File: src/rtl/mem2_load_queue_if.sv
// Handshake/bus bundle for mem2_load_queue: mem1 issue side, data-SRAM
// response side, writeback side and status.
// The slave modport is the queue; the master modport is its environment.
interface mem2_load_queue_if #(
  parameter int DEPTH  = 4,
  parameter int DEST_W = 5
);
  localparam int CNT_W = $clog2(DEPTH) + 1;

  logic              flush;
  logic              in_valid;
  logic              in_ready;
  logic [2:0]        in_op;
  logic [1:0]        in_low_addr;
  logic [DEST_W-1:0] in_dest;
  logic [31:0]       in_rt_old;
  logic [31:0]       in_pc;
  logic              data_sram_data_ok;
  logic [31:0]       data_sram_rdata;
  logic              out_valid;
  logic              out_ready;
  logic [DEST_W-1:0] out_dest;
  logic [31:0]       out_wdata;
  logic [3:0]        out_rf_wen;
  logic [31:0]       out_pc;
  logic [CNT_W-1:0]  pending;
  logic              proto_err;

  modport master (
    output flush, in_valid, in_op, in_low_addr, in_dest, in_rt_old, in_pc,
    output data_sram_data_ok, data_sram_rdata, out_ready,
    input  in_ready, out_valid, out_dest, out_wdata, out_rf_wen, out_pc,
    input  pending, proto_err
  );

  modport slave (
    input  flush, in_valid, in_op, in_low_addr, in_dest, in_rt_old, in_pc,
    input  data_sram_data_ok, data_sram_rdata, out_ready,
    output in_ready, out_valid, out_dest, out_wdata, out_rf_wen, out_pc,
    output pending, proto_err
  );
endinterface

File: src/rtl/mem2_load_queue.sv
// Second memory stage as an in-order load queue of DEPTH entries.
// Loads are allocated at tail, filled with data_ok responses in request order
// at resp, and retired to writeback from head once filled. Responses that
// belong to loads killed by a flush are counted and dropped.
// Optional feature macro: LWLR_MERGE_EN (lwl/lwr merge rt_old into the
// unwritten bytes and always write all four bytes).
module mem2_load_queue #(
  parameter int DEPTH  = 4,
  parameter int DEST_W = 5
) (
  input  logic             clk,
  input  logic             reset,
  mem2_load_queue_if.slave bus
);
  localparam int PTR_W = $clog2(DEPTH);
  localparam int CNT_W = PTR_W + 1;

  // Entry storage (data only, never reset)
  logic [2:0]        op_q    [DEPTH];
  logic [1:0]        addr_q  [DEPTH];
  logic [DEST_W-1:0] dest_q  [DEPTH];
  logic [31:0]       pc_q    [DEPTH];
  logic [31:0]       rdata_q [DEPTH];
`ifdef LWLR_MERGE_EN
  logic [31:0]       rt_old_q [DEPTH];
`endif

  // Control state
  logic [DEPTH-1:0] done_q;
  logic [PTR_W-1:0] head_q, resp_q, tail_q;
  logic [CNT_W-1:0] count_q;     // occupied entries
  logic [CNT_W-1:0] unfilled_q;  // occupied entries still waiting for data
  logic [CNT_W-1:0] discard_q;   // responses owed to flushed loads
  logic             proto_err_q;

  logic             alloc, retire, out_vld;
  logic             rsp_discard, rsp_fill, rsp_orphan;
  logic             orphan_flush;
  logic [CNT_W:0]   disc_sum;
  logic [CNT_W-1:0] disc_flush;
  logic [35:0]      ext;

  // Byte-align and extend one load result; returns {rf_wen, wdata}.
  // lwl/lwr shifts use ~a == 3-a for a 2-bit offset.
`ifdef LWLR_MERGE_EN
  function automatic logic [35:0] extend_load(input logic [2:0] op, input logic [1:0] a,
                                              input logic [31:0] rdata, input logic [31:0] rt_old);
`else
  function automatic logic [35:0] extend_load(input logic [2:0] op, input logic [1:0] a,
                                              input logic [31:0] rdata);
`endif
    logic signed [7:0]  b;
    logic signed [15:0] h;
    logic [31:0]        data;
    logic [3:0]         wen;
`ifdef LWLR_MERGE_EN
    logic [31:0]        mask;
`endif
    b    = rdata[{a, 3'b000} +: 8];
    h    = a[1] ? rdata[31:16] : rdata[15:0];
    data = rdata;
    wen  = 4'b1111;
    case (op)
      3'd1:    data = 32'(b);
      3'd2:    data = {24'b0, b};
      3'd3:    data = 32'(h);
      3'd4:    data = {16'b0, h};
      3'd5: begin
        data = rdata << {~a, 3'b000};
        wen  = 4'b1111 << ~a;
      end
      3'd6: begin
        data = rdata >> {a, 3'b000};
        wen  = 4'b1111 >> a;
      end
      default: data = rdata;
    endcase
`ifdef LWLR_MERGE_EN
    mask = {{8{wen[3]}}, {8{wen[2]}}, {8{wen[1]}}, {8{wen[0]}}};
    data = (data & mask) | (rt_old & ~mask);
    wen  = 4'b1111;
`endif
    return {wen, data};
  endfunction

  // Handshakes, response routing and flush discard accounting
  always_comb begin
    bus.in_ready = count_q < CNT_W'(DEPTH);
    alloc        = bus.in_valid && bus.in_ready && !bus.flush;
    out_vld      = done_q[head_q] && (count_q != '0);
    retire       = out_vld && bus.out_ready && !bus.flush;

    rsp_discard  = bus.data_sram_data_ok && !bus.flush && (discard_q != '0);
    rsp_fill     = bus.data_sram_data_ok && !bus.flush && (discard_q == '0) && (unfilled_q != '0);
    rsp_orphan   = bus.data_sram_data_ok && !bus.flush && (discard_q == '0) && (unfilled_q == '0);

    // On flush every still-unfilled entry will produce a response to drop;
    // a data_ok in the flush cycle itself consumes one of those.
    disc_sum     = {1'b0, discard_q} + {1'b0, unfilled_q};
    orphan_flush = 1'b0;
    if (bus.data_sram_data_ok) begin
      if (disc_sum != '0) disc_sum = disc_sum - (CNT_W+1)'(1);
      else                orphan_flush = 1'b1;
    end
    disc_flush = (disc_sum > (CNT_W+1)'(DEPTH)) ? CNT_W'(DEPTH) : disc_sum[CNT_W-1:0];
  end

  // Head-entry presentation; zero when nothing is valid
  always_comb begin
`ifdef LWLR_MERGE_EN
    ext = extend_load(op_q[head_q], addr_q[head_q], rdata_q[head_q], rt_old_q[head_q]);
`else
    ext = extend_load(op_q[head_q], addr_q[head_q], rdata_q[head_q]);
`endif
    bus.out_valid  = out_vld;
    bus.out_wdata  = out_vld ? ext[31:0]      : 32'b0;
    bus.out_rf_wen = out_vld ? ext[35:32]     : 4'b0;
    bus.out_dest   = out_vld ? dest_q[head_q] : '0;
    bus.out_pc     = out_vld ? pc_q[head_q]   : 32'b0;
    bus.pending    = count_q;
    bus.proto_err  = proto_err_q;
  end

  // Control state: pointers, counters, done bits, sticky error
  always_ff @(posedge clk or posedge reset) begin
    if (reset) begin
      head_q      <= '0;
      resp_q      <= '0;
      tail_q      <= '0;
      count_q     <= '0;
      unfilled_q  <= '0;
      discard_q   <= '0;
      done_q      <= '0;
      proto_err_q <= 1'b0;
    end else if (bus.flush) begin
      head_q      <= '0;
      resp_q      <= '0;
      tail_q      <= '0;
      count_q     <= '0;
      unfilled_q  <= '0;
      discard_q   <= disc_flush;
      done_q      <= '0;
      if (orphan_flush) proto_err_q <= 1'b1;
    end else begin
      if (alloc) begin
        done_q[tail_q] <= 1'b0;
        tail_q         <= tail_q + PTR_W'(1);
      end
      if (rsp_fill) begin
        done_q[resp_q] <= 1'b1;
        resp_q         <= resp_q + PTR_W'(1);
      end
      if (retire) head_q <= head_q + PTR_W'(1);
      case ({alloc, retire})
        2'b10:   count_q <= count_q + CNT_W'(1);
        2'b01:   count_q <= count_q - CNT_W'(1);
        default: count_q <= count_q;
      endcase
      case ({alloc, rsp_fill})
        2'b10:   unfilled_q <= unfilled_q + CNT_W'(1);
        2'b01:   unfilled_q <= unfilled_q - CNT_W'(1);
        default: unfilled_q <= unfilled_q;
      endcase
      if (rsp_discard) discard_q <= discard_q - CNT_W'(1);
      if (rsp_orphan)  proto_err_q <= 1'b1;
    end
  end

  // Entry payload capture at allocation and response data capture at fill
  always_ff @(posedge clk) begin
    if (alloc) begin
      op_q[tail_q]   <= bus.in_op;
      addr_q[tail_q] <= bus.in_low_addr;
      dest_q[tail_q] <= bus.in_dest;
      pc_q[tail_q]   <= bus.in_pc;
`ifdef LWLR_MERGE_EN
      rt_old_q[tail_q] <= bus.in_rt_old;
`endif
    end
    if (rsp_fill) rdata_q[resp_q] <= bus.data_sram_rdata;
  end
endmodule

File: src/flat_wrapper.sv
// flat-port wrapper written by rule: the top's interface ports become plain ports
module mem2_load_queue_flat 
#(
  parameter int DEPTH  = 4,
  parameter int DEST_W = 5
)
  (clk, reset, bus_flush, bus_in_valid, bus_in_op, bus_in_low_addr, bus_in_dest, bus_in_rt_old, bus_in_pc, bus_data_sram_data_ok, bus_data_sram_rdata, bus_out_ready, bus_in_ready, bus_out_valid, bus_out_dest, bus_out_wdata, bus_out_rf_wen, bus_out_pc, bus_pending, bus_proto_err);
  mem2_load_queue_if #(.DEPTH(DEPTH), .DEST_W(DEST_W)) bus_i ();
  input  logic clk;
  input  logic reset;
  input wire logic [$bits(bus_i.flush)-1:0] bus_flush;
  input wire logic [$bits(bus_i.in_valid)-1:0] bus_in_valid;
  input wire logic [$bits(bus_i.in_op)-1:0] bus_in_op;
  input wire logic [$bits(bus_i.in_low_addr)-1:0] bus_in_low_addr;
  input wire logic [$bits(bus_i.in_dest)-1:0] bus_in_dest;
  input wire logic [$bits(bus_i.in_rt_old)-1:0] bus_in_rt_old;
  input wire logic [$bits(bus_i.in_pc)-1:0] bus_in_pc;
  input wire logic [$bits(bus_i.data_sram_data_ok)-1:0] bus_data_sram_data_ok;
  input wire logic [$bits(bus_i.data_sram_rdata)-1:0] bus_data_sram_rdata;
  input wire logic [$bits(bus_i.out_ready)-1:0] bus_out_ready;
  output wire logic [$bits(bus_i.in_ready)-1:0] bus_in_ready;
  output wire logic [$bits(bus_i.out_valid)-1:0] bus_out_valid;
  output wire logic [$bits(bus_i.out_dest)-1:0] bus_out_dest;
  output wire logic [$bits(bus_i.out_wdata)-1:0] bus_out_wdata;
  output wire logic [$bits(bus_i.out_rf_wen)-1:0] bus_out_rf_wen;
  output wire logic [$bits(bus_i.out_pc)-1:0] bus_out_pc;
  output wire logic [$bits(bus_i.pending)-1:0] bus_pending;
  output wire logic [$bits(bus_i.proto_err)-1:0] bus_proto_err;
  assign bus_i.flush = bus_flush;
  assign bus_i.in_valid = bus_in_valid;
  assign bus_i.in_op = bus_in_op;
  assign bus_i.in_low_addr = bus_in_low_addr;
  assign bus_i.in_dest = bus_in_dest;
  assign bus_i.in_rt_old = bus_in_rt_old;
  assign bus_i.in_pc = bus_in_pc;
  assign bus_i.data_sram_data_ok = bus_data_sram_data_ok;
  assign bus_i.data_sram_rdata = bus_data_sram_rdata;
  assign bus_i.out_ready = bus_out_ready;
  assign bus_in_ready = bus_i.in_ready;
  assign bus_out_valid = bus_i.out_valid;
  assign bus_out_dest = bus_i.out_dest;
  assign bus_out_wdata = bus_i.out_wdata;
  assign bus_out_rf_wen = bus_i.out_rf_wen;
  assign bus_out_pc = bus_i.out_pc;
  assign bus_pending = bus_i.pending;
  assign bus_proto_err = bus_i.proto_err;
  mem2_load_queue #(.DEPTH(DEPTH), .DEST_W(DEST_W)) u_core (.clk(clk), .reset(reset), .bus(bus_i));
endmodule
File: config.mk
export PLATFORM = sky130hd
export DESIGN_NAME = mem2_load_queue_flat
export DESIGN_NICKNAME = d
export VERILOG_FILES = /design/src/rtl/mem2_load_queue_if.sv /design/src/rtl/mem2_load_queue.sv /design/src/flat_wrapper.sv
export SDC_FILE = /design/constraint.sdc
export NUM_CORES = 1
export LEC_CHECK = 0
export ABC_AREA = 0
export CELL_PAD_IN_SITES_DETAIL_PLACEMENT = 1
export CELL_PAD_IN_SITES_GLOBAL_PLACEMENT = 1
export CORE_MARGIN = 3
export CORE_UTILIZATION = 45
export DETAILED_ROUTE_END_ITERATION = 10
export PLACE_DENSITY = 0.87
export SLEW_MARGIN = 25
export SYNTH_ARGS = -nofsm -noshare
export SYNTH_HDL_FRONTEND = slang
export SYNTH_SLANG_ARGS = --single-unit
File: constraint.sdc
create_clock -name clk -period 6.3 [get_ports clk]
set_clock_uncertainty 0.2 [all_clocks]
set_input_delay 0.63 -clock clk [delete_from_list [all_inputs] [get_ports clk]]
set_output_delay 0.63 -clock clk [all_outputs]
set_load 0.01 [all_outputs]
==> metrics.md, run 1 <==
| Metric | Value |
|---|---|
| Final setup viols | `0` |
| Post-CTS Hold Buffers | `0` |
| Gate Count Post-Synth | `approximately 870` |
| Status | `complete, no violations` |
| Async set-reset flop share out of synthesis | `6.329%` |
| CTS tree | `built` |
| Worst Path Max Fanout | `32` |
| Yosys warnings | `0` |
| Critical-path cell list | `mux4_2 > nand4b_1 > nor3_1 > nand2_1 > o21ai_1 > clkdlybuf4s50_1` |
| Leakage power | `5.688 nW` |
| Clk_lat worst skew | `~0.53 ns` |
| Die Footprint | `between 30,000 and 40,000 um2` |
| # clock sinks | `approximately 320` |
| Worst Path Arrival | `4.51 ns` |
| Post-Synth Adder-Cell Area | `1.744%` |
| Port Buf Inserts | `158` |
| Most used DFF post-synth | `edfxtp_1` |
| I/O Pins | `191` |
| Startpoint Class | `flip-flop` |
| Max Root-Sink Buffers | `3` |
| Initial antenna violation count | `4` |
| Total negative slack | `0 ns` |
| Max-slew violations | `0` |
| Sequential-to-total area share from yosys stat | `about 66%` |
| H-tree level count | `2` |
| Core region area | `around 31,000 um2` |
| Number of core rows | `64` |
| #FFs+latches synth | `316` |
| Post-synthesis instance area | `roughly 14,000 um2` |
| DRT antenna net count | `0` |
| P&R area growth vs syn | `20.48%` |
| Nets | `1,143` |
| Hold Path Stages | `1` |
| Commonest cells after routing, fill and taps aside | `edfxtp_1, clkdlybuf4s50_1, mux4_2, and3_1, clkbuf_16` |
| # DRC | `0` |
| Vias in the first global route | `between 9,000 and 10,000` |
| Setup slack at placement | `1.504 ns` |
| Syn avg cell area | `16.41 um2` |
| RSZ-0062 raised after global routing | `false` |
| Clock Pin Slew Worst Setup and Hold Paths | `0.06 ns` |
| Post-synthesis compound-gate area fraction | `7.591%` |
| Hold Vio Cnt, Final | `0` |
| Most common library cell in the layout ignoring fill and taps | `edfxtp_1` |
| Max Cap Violations | `0` |
| CP required | `roughly 5.5 ns` |
| Pwr dens | `275.5 nW/um2` |
| Slew HR | `30.39%` |
| Post-CTS setup repair buffer count | `0` |
| Die width | `~180 um` |
| Total Wirelength | `36.40 mm` |
| Highest Clock Rate | `187.2 MHz` |
| CP max-delay cell | `nor3_1` |
| Vias | `8,623` |
| Mux contribution to synthesized area | `15.18%` |
| Root Buffer | `clkbuf_16` |
| Grt total ovfl | `0` |
| Crit Path Class | `reg -> out` |
| Unique masters post-synth | `61` |
| DR iter-0 viols | `725` |
| Max incr delay on CP | `0.84 ns` |
| EDFF count, synth | `just under 300` |
| Die Y | `183.7 um` |
| Worst reg-to-reg path cell count | `7` |
| Largest net degree at the start of global routing | `between 40 and 50` |
| Number of vias per cell | `6.005` |
| Largest family of logic cells by synthesized area | `multiplexers` |
| Hold Path Class | `reg -> reg` |
| Dpl hpwl | `~23 mm` |
| Worst setup margin | `0.9569 ns` |
| Drt first pass iters | `7` |
| First-pass GRT wire length | `between 50 and 60 mm` |
| Layout cells sized above 1 | `between 10% and 20%` |
| Tmin final | `5.343 ns` |
| Peak supply drop | `roughly 210 uV` |
| Total track usage | `21.45%` |
| Starting Density | `46.08%` |
| DR WL/cell | `25.35 um` |
| Post-Synth Simple-Gate Area | `under 10%` |
| PostCTS Resize Cnt | `0` |
| Synthesized net count | `between 900 and 1,000` |
| Period utilization | `between 80% and 90%` |
| Crit. End Element | `output pin` |
| XOR/XNOR Fraction of Synth Area | `less than 1%` |
| Num CTS Buffers | `34` |
| Gpl congestion | `0.8528` |
| Worst slew pin tran | `1.044 ns` |
final timing paths:
| path | from | endpoint | slack (ns) |
|---|---|---|---|
| max in group asynchronous | reset | u_core.head_q[1] | 4.91 |
| min reg2reg | u_core.bus.proto_err | u_core.bus.proto_err | 0.27 |
| min in group asynchronous | reset | u_core.tail_q[1] | 0.38 |
| max | u_core.head_q[0] | bus_out_wdata[4] | 0.96 |
| min | u_core.bus.proto_err | u_core.bus.proto_err | 0.27 |
| max reg2reg | u_core.head_q[0] | u_core.bus.pending[2] | 2.79 |
flip-flops by register name, summed over array words and instances (netlist names):
name / flops
u_core.addr_q: 8
u_core.bus.pending: 3
u_core.bus.proto_err: 1
u_core.dest_q: 20
u_core.discard_q: 3
u_core.done_q: 4
u_core.head_q: 2
u_core.op_q: 12
u_core.pc_q: 128
u_core.rdata_q: 128
u_core.resp_q: 2
u_core.tail_q: 2
u_core.unfilled_q: 3
synth_stat cells, types with 5 or more instances:
| master | n | area share (%) |
|---|---|---|
| a21oi_1 | 32 | 1.1 |
| and2_1 | 5 | 0.22 |
| a2bb2oi_1 | 7 | 0.43 |
| clkbuf_1 | 25 | 0.66 |
| o21ai_1 | 11 | 0.39 |
| o21ai_0 | 31 | 1.1 |
| a31oi_1 | 11 | 0.48 |
| nor3_1 | 6 | 0.21 |
| o221a_1 | 7 | 0.55 |
| or2_2 | 7 | 0.31 |
| inv_1 | 27 | 0.71 |
| o32ai_1 | 8 | 0.49 |
| mux4_2 | 75 | 12 |
| and3_1 | 50 | 2.2 |
| edfxtp_1 | 296 | 63 |
| nand3_1 | 10 | 0.35 |
| nor2_1 | 31 | 0.82 |
| a311oi_1 | 8 | 0.49 |
| mux2_2 | 14 | 1.1 |
| a22oi_1 | 8 | 0.42 |
| buf_2 | 22 | 0.78 |
| mux2i_1 | 31 | 2.2 |
| o31ai_1 | 6 | 0.32 |
| buf_6 | 5 | 0.40 |
| nand2_1 | 26 | 0.69 |
| a21boi_0 | 7 | 0.37 |
| xnor2_1 | 6 | 0.37 |
| dfrtp_1 | 20 | 3.5 |
| ha_1 | 15 | 1.3 |
report_power, final:
group,internal (mW),leakage [nW],switching (mW)
clock network,1.03,0.496,0.818
logic,0.207,2.25,0.281
registers,2.35,2.94,0.0319
cell families after synthesis:
kind of cell,Yosys count
flops,316
compound gates,159
simple gates,157
mux,120
buf+inv,86
fa+ha+maj,18
xor+xnor,10
area by class of cell:
type	instances	area, um2
diodes	2	5.005
clock inverters	16	120.1
flip-flops and latches	316	9397
clock buffers	45	902.1
fillers	2835	13710
multi-input cells	464	4423
well taps	396	495.5
repair buffers	168	1657
inverters	29	118.9
per-layer routing:
metal	share of wire, %	track usage [%]	vias up
met5	0.066	0	-
met4	3.1	6.520	4
met3	5.2	3.205	75
met2	51	37.55	285
met1	40	27.90	4468
li1	-	-	3791
critical path: cells and delay by family, from the launching register on:
| family | cells | cell delay [ns] |
|---|---|---|
| buffers and inverters | 1 | 0.59 |
| multiplexers | 1 | 0.81 |
| flip-flops | 1 | 0.80 |
| AO/OA/AOI/OAI | 1 | 0.15 |
| AND/OR/NAND/NOR | 3 | 1.60 |
stage by stage:
stage / power [mW] / cell area, um2 / instances / hold WS, ns / utilization (%)
4_1_cts: 4.752 / 17110 / 1434 / 0.2811 / 55.51
2_1_floorplan: 2.713 / 14210 / 866 / 0.2769 / -
5_1_grt: 4.899 / 17120 / 1436 / 0.2951 / 55.52
3_3_place_gp: 2.875 / 16080 / 1373 / 0.2429 / 52.16
3_5_place_dp: 2.905 / 16090 / 1373 / 0.2636 / 52.19
6_report: 4.715 / 17120 / 1436 / 0.2745 / 55.52
(Power assumes the default switching activity.)
==> run 2, diff against run 1 <==
CORE_UTILIZATION = 42   (was 45)
PLACE_DENSITY = 0.85   (was 0.87)
clock period = 4.6 ns   (was 6.3 ns; I/O delays follow)
==> metrics.md, run 2 (same netlist as run 1, synthesis figures left out) <==
| Metric | Value |
|---|---|
| P_sw | `1.563 mW (was 1.131 mW)` |
| CP required | `3.94 ns (was 5.47 ns)` |
| Total Wirelength | `37.49 mm (was 36.40 mm)` |
| RSZ-0062 raised after global routing | `true (was false)` |
| CTS tree | `built (unchanged)` |
| P&R area growth vs syn | `22.82% (was 20.48%)` |
| Switching Share | `23.73% (was 23.99%)` |
| DR iter-0 viols | `747 (was 725)` |
| Worst slew pin tran | `0.8241 ns (was 1.044 ns)` |
| FF-to-FF Start | `u_core.head_q[0] (unchanged)` |
| Port Buf Inserts | `158 (unchanged)` |
| Slew HR | `45.00% (was 30.39%)` |
| DR WL/cell | `24.95 um (was 25.35 um)` |
| Crit. End Element | `output pin (unchanged)` |
| Worst reg-to-reg path cell count | `9 (was 7)` |
| Peak supply drop | `328.8 uV (was 212.0 uV)` |
| CP max-delay cell | `mux4_2 (was nor3_1)` |
| Area after DPL | `16,250 um2 (was 16,090 um2)` |
| Tmin final | `4.446 ns` |
| Final setup viols | `0 (unchanged)` |
| # DRC | `0 (unchanged)` |
| Vias | `8,778 (was 8,623)` |
| Max Cap Violations | `0 (unchanged)` |
| Vias in the first global route | `9,623 (was 9,328)` |
| Max incr delay on CP | `0.78 ns (was 0.84 ns)` |
| Pwr dens | `377.4 nW/um2 (was 275.5 nW/um2)` |
| Post-CTS Hold Buffers | `0 (unchanged)` |
| Final core occ | `52.96% (was 55.52%)` |
| Pint | `5.022 mW (was 3.584 mW)` |
| Nets | `1,165 (was 1,143)` |
| Die Footprint | `36,070 um2 (was 33,740 um2)` |
| Clock power share | `40.0% (was 39.1%)` |
| Startpoint Class | `flip-flop (unchanged)` |
| Initial antenna violation count | `4 (unchanged)` |
| Most frequent CP cell | `a31oi_1` |
| Largest net degree at the start of global routing | `43 (unchanged)` |
| Crit Path Class | `reg -> out (unchanged)` |
| Top Registers | `u_core.pc_q x128, u_core.rdata_q x128, u_core.dest_q x20 (unchanged)` |
| Worst Path Arrival | `3.79 ns (was 4.51 ns)` |
| H-tree level count | `2 (unchanged)` |
| Leakage power | `5.803 nW (was 5.688 nW)` |
| First-pass GRT wire length | `57.93 mm (was 55.72 mm)` |
| Number of core rows | `66 (was 64)` |
| Hold WS | `0.2079 ns (was 0.2745 ns)` |
| Cells after DPL | `1,432 (was 1,373)` |
| Worst Path Max Fanout | `21 (was 32)` |
| Clk_lat worst skew | `0.52 ns (was 0.53 ns)` |
| Grt total ovfl | `0 (unchanged)` |
| R2r endpoint | `u_core.bus.pending[2] (unchanged)` |
| Total track usage | `20.80% (was 21.45%)` |
| Die width | `189.9 um (was 183.7 um)` |
| I/O Pins | `191 (unchanged)` |
| Hold Path Class | `in -> async (was reg -> reg)` |
| # clock sinks | `316 (unchanged)` |
| DRT antenna net count | `0 (unchanged)` |
| Commonest cells after routing, fill and taps aside | `edfxtp_1, clkdlybuf4s50_1, mux4_2, and3_1, clkbuf_16 (unchanged)` |
| Finished Layout Cells | `1,503 (was 1,436)` |
| Period utilization | `96.66%` |
| Seq pwr share | `49.6% (was 50.6%)` |
| Root Buffer | `clkbuf_16 (unchanged)` |
| Num CTS Buffers | `36 (was 34)` |
| Highest Clock Rate | `approximately 220 MHz` |
| Critical-path cell list | `mux4_2 > or3b_4 > a31oi_1 > o22ai_1 > a31oi_1 > clkdlybuf4s50_1 (was mux4_2 > nand4b_1 > nor3_1 > nand2_1 > o21ai_1 > clkdlybuf4s50_1)` |
| Most common library cell in the layout ignoring fill and taps | `edfxtp_1 (unchanged)` |
| Gpl congestion | `0.8692 (was 0.8528)` |
| Comb pwr share | `10.4% (about the same)` |
| R2r setup slk | `1.04 ns (was 2.79 ns)` |
| Die Y | `189.9 um (was 183.7 um)` |
| Cell area after layout | `17,450 um2 (was 17,120 um2)` |
| Dpl hpwl | `24.19 mm (was 23.44 mm)` |
| Hold Vio Cnt, Final | `0 (unchanged)` |
| Core region area | `32,950 um2 (was 30,830 um2)` |
| Starting Density | `43.12% (was 46.08%)` |
| Max Root-Sink Buffers | `3 (unchanged)` |
| Drt first pass iters | `5 (was 7)` |
| Max-slew violations | `0 (unchanged)` |
| Status | `complete, no violations (unchanged)` |
| Layout cells sized above 1 | `18.22% (was 15.90%)` |
| Total power draw | `6.585 mW (was 4.715 mW)` |
| Number of vias per cell | `5.840 (was 6.005)` |
| Clock Pin Slew Worst Setup and Hold Paths | `0.06 ns (about the same)` |
[run 2: changes by cell type in the layout (fill, tap and decap cells not counted), sizes merged]
cell	change
buf	+20
bufinv	+1
clkbuf	-4
clkinv	+6
inv	-2
[run 2: worst max-delay path by stage]
stage | startpoint | end | slack (ns) | cells past startpoint
global placement | u_core.head_q[1] | bus_out_wdata[5] | 0.44 | 7
CTS | u_core.head_q[0] | bus_out_wdata[16] | 0.005 | 6
detailed placement | u_core.head_q[1] | bus_out_wdata[5] | 0.37 | 7
global route | u_core.head_q[0] | bus_out_wdata[14] | -0.08 | 7
floorplan | u_core.head_q[0] | bus_out_wdata[22] | 1.72 | 8
finish | u_core.head_q[0] | bus_out_wdata[14] | 0.15 | 6
[run 2: metrics by stage]
| step | TNS (ns) | worst slack, ns |
|---|---|---|
| 6_report | 0 | 0.1538 |
| 5_1_grt | -0.09793 | -0.07610 |
| 4_1_cts | 0 | 0.004925 |
| 3_5_place_dp | 0 | 0.3711 |
| 3_3_place_gp | 0 | 0.4418 |
| 2_1_floorplan | 0 | 1.719 |
[run 2: worst max-delay path: cells and delay by family, from the launching register on]
family	cells	cell delay [ns]
multiplexers	1	0.78
AO/OA/AOI/OAI	3	0.75
buffers and inverters	1	0.61
flip-flops	1	0.56
AND/OR/NAND/NOR	1	0.54
[run 2: layout make-up]
| class | instances | area [um2] |
|---|---|---|
| antenna | 2 | 5.005 |
| clock buffer | 41 | 919.6 |
| clock inverter | 21 | 162.7 |
| fill | 3084 | 15500 |
| inverter | 29 | 108.9 |
| multi-input combinational | 464 | 4484 |
| sequential | 316 | 9397 |
| tap | 442 | 553.0 |
| timing repair buffer | 188 | 1819 |
[run 2: repair_timing]
item                       in CTS  in global routing
setup buffers                   5                  2
pin swaps                       0                  0
gates resized for setup         4                 10
gates cloned                    0                  0
setup endpoints to repair      16                 25
[run 2: per-layer routing]
layer,global-route usage [%],up-vias,share of wire [%]
met4,7.222,4,2.8
met2,35.68,279,51
met1,27.05,4591,41
met3,3.354,75,4.9
met5,0,-,0.075
li1,-,3829,-
[run 2: power groups by stage]
| stage | logic [mW] | registers [mW] | clock network [mW] |
|---|---|---|---|
| 3_5_place_dp | 0.663 | 3.32 | 0 |
| 2_1_floorplan | 0.403 | 3.31 | 0 |
| 3_3_place_gp | 0.627 | 3.32 | 0 |
| 6_report | 0.684 | 3.27 | 2.63 |
| 5_1_grt | 0.754 | 3.27 | 2.82 |
| 4_1_cts | 0.678 | 3.27 | 2.71 |
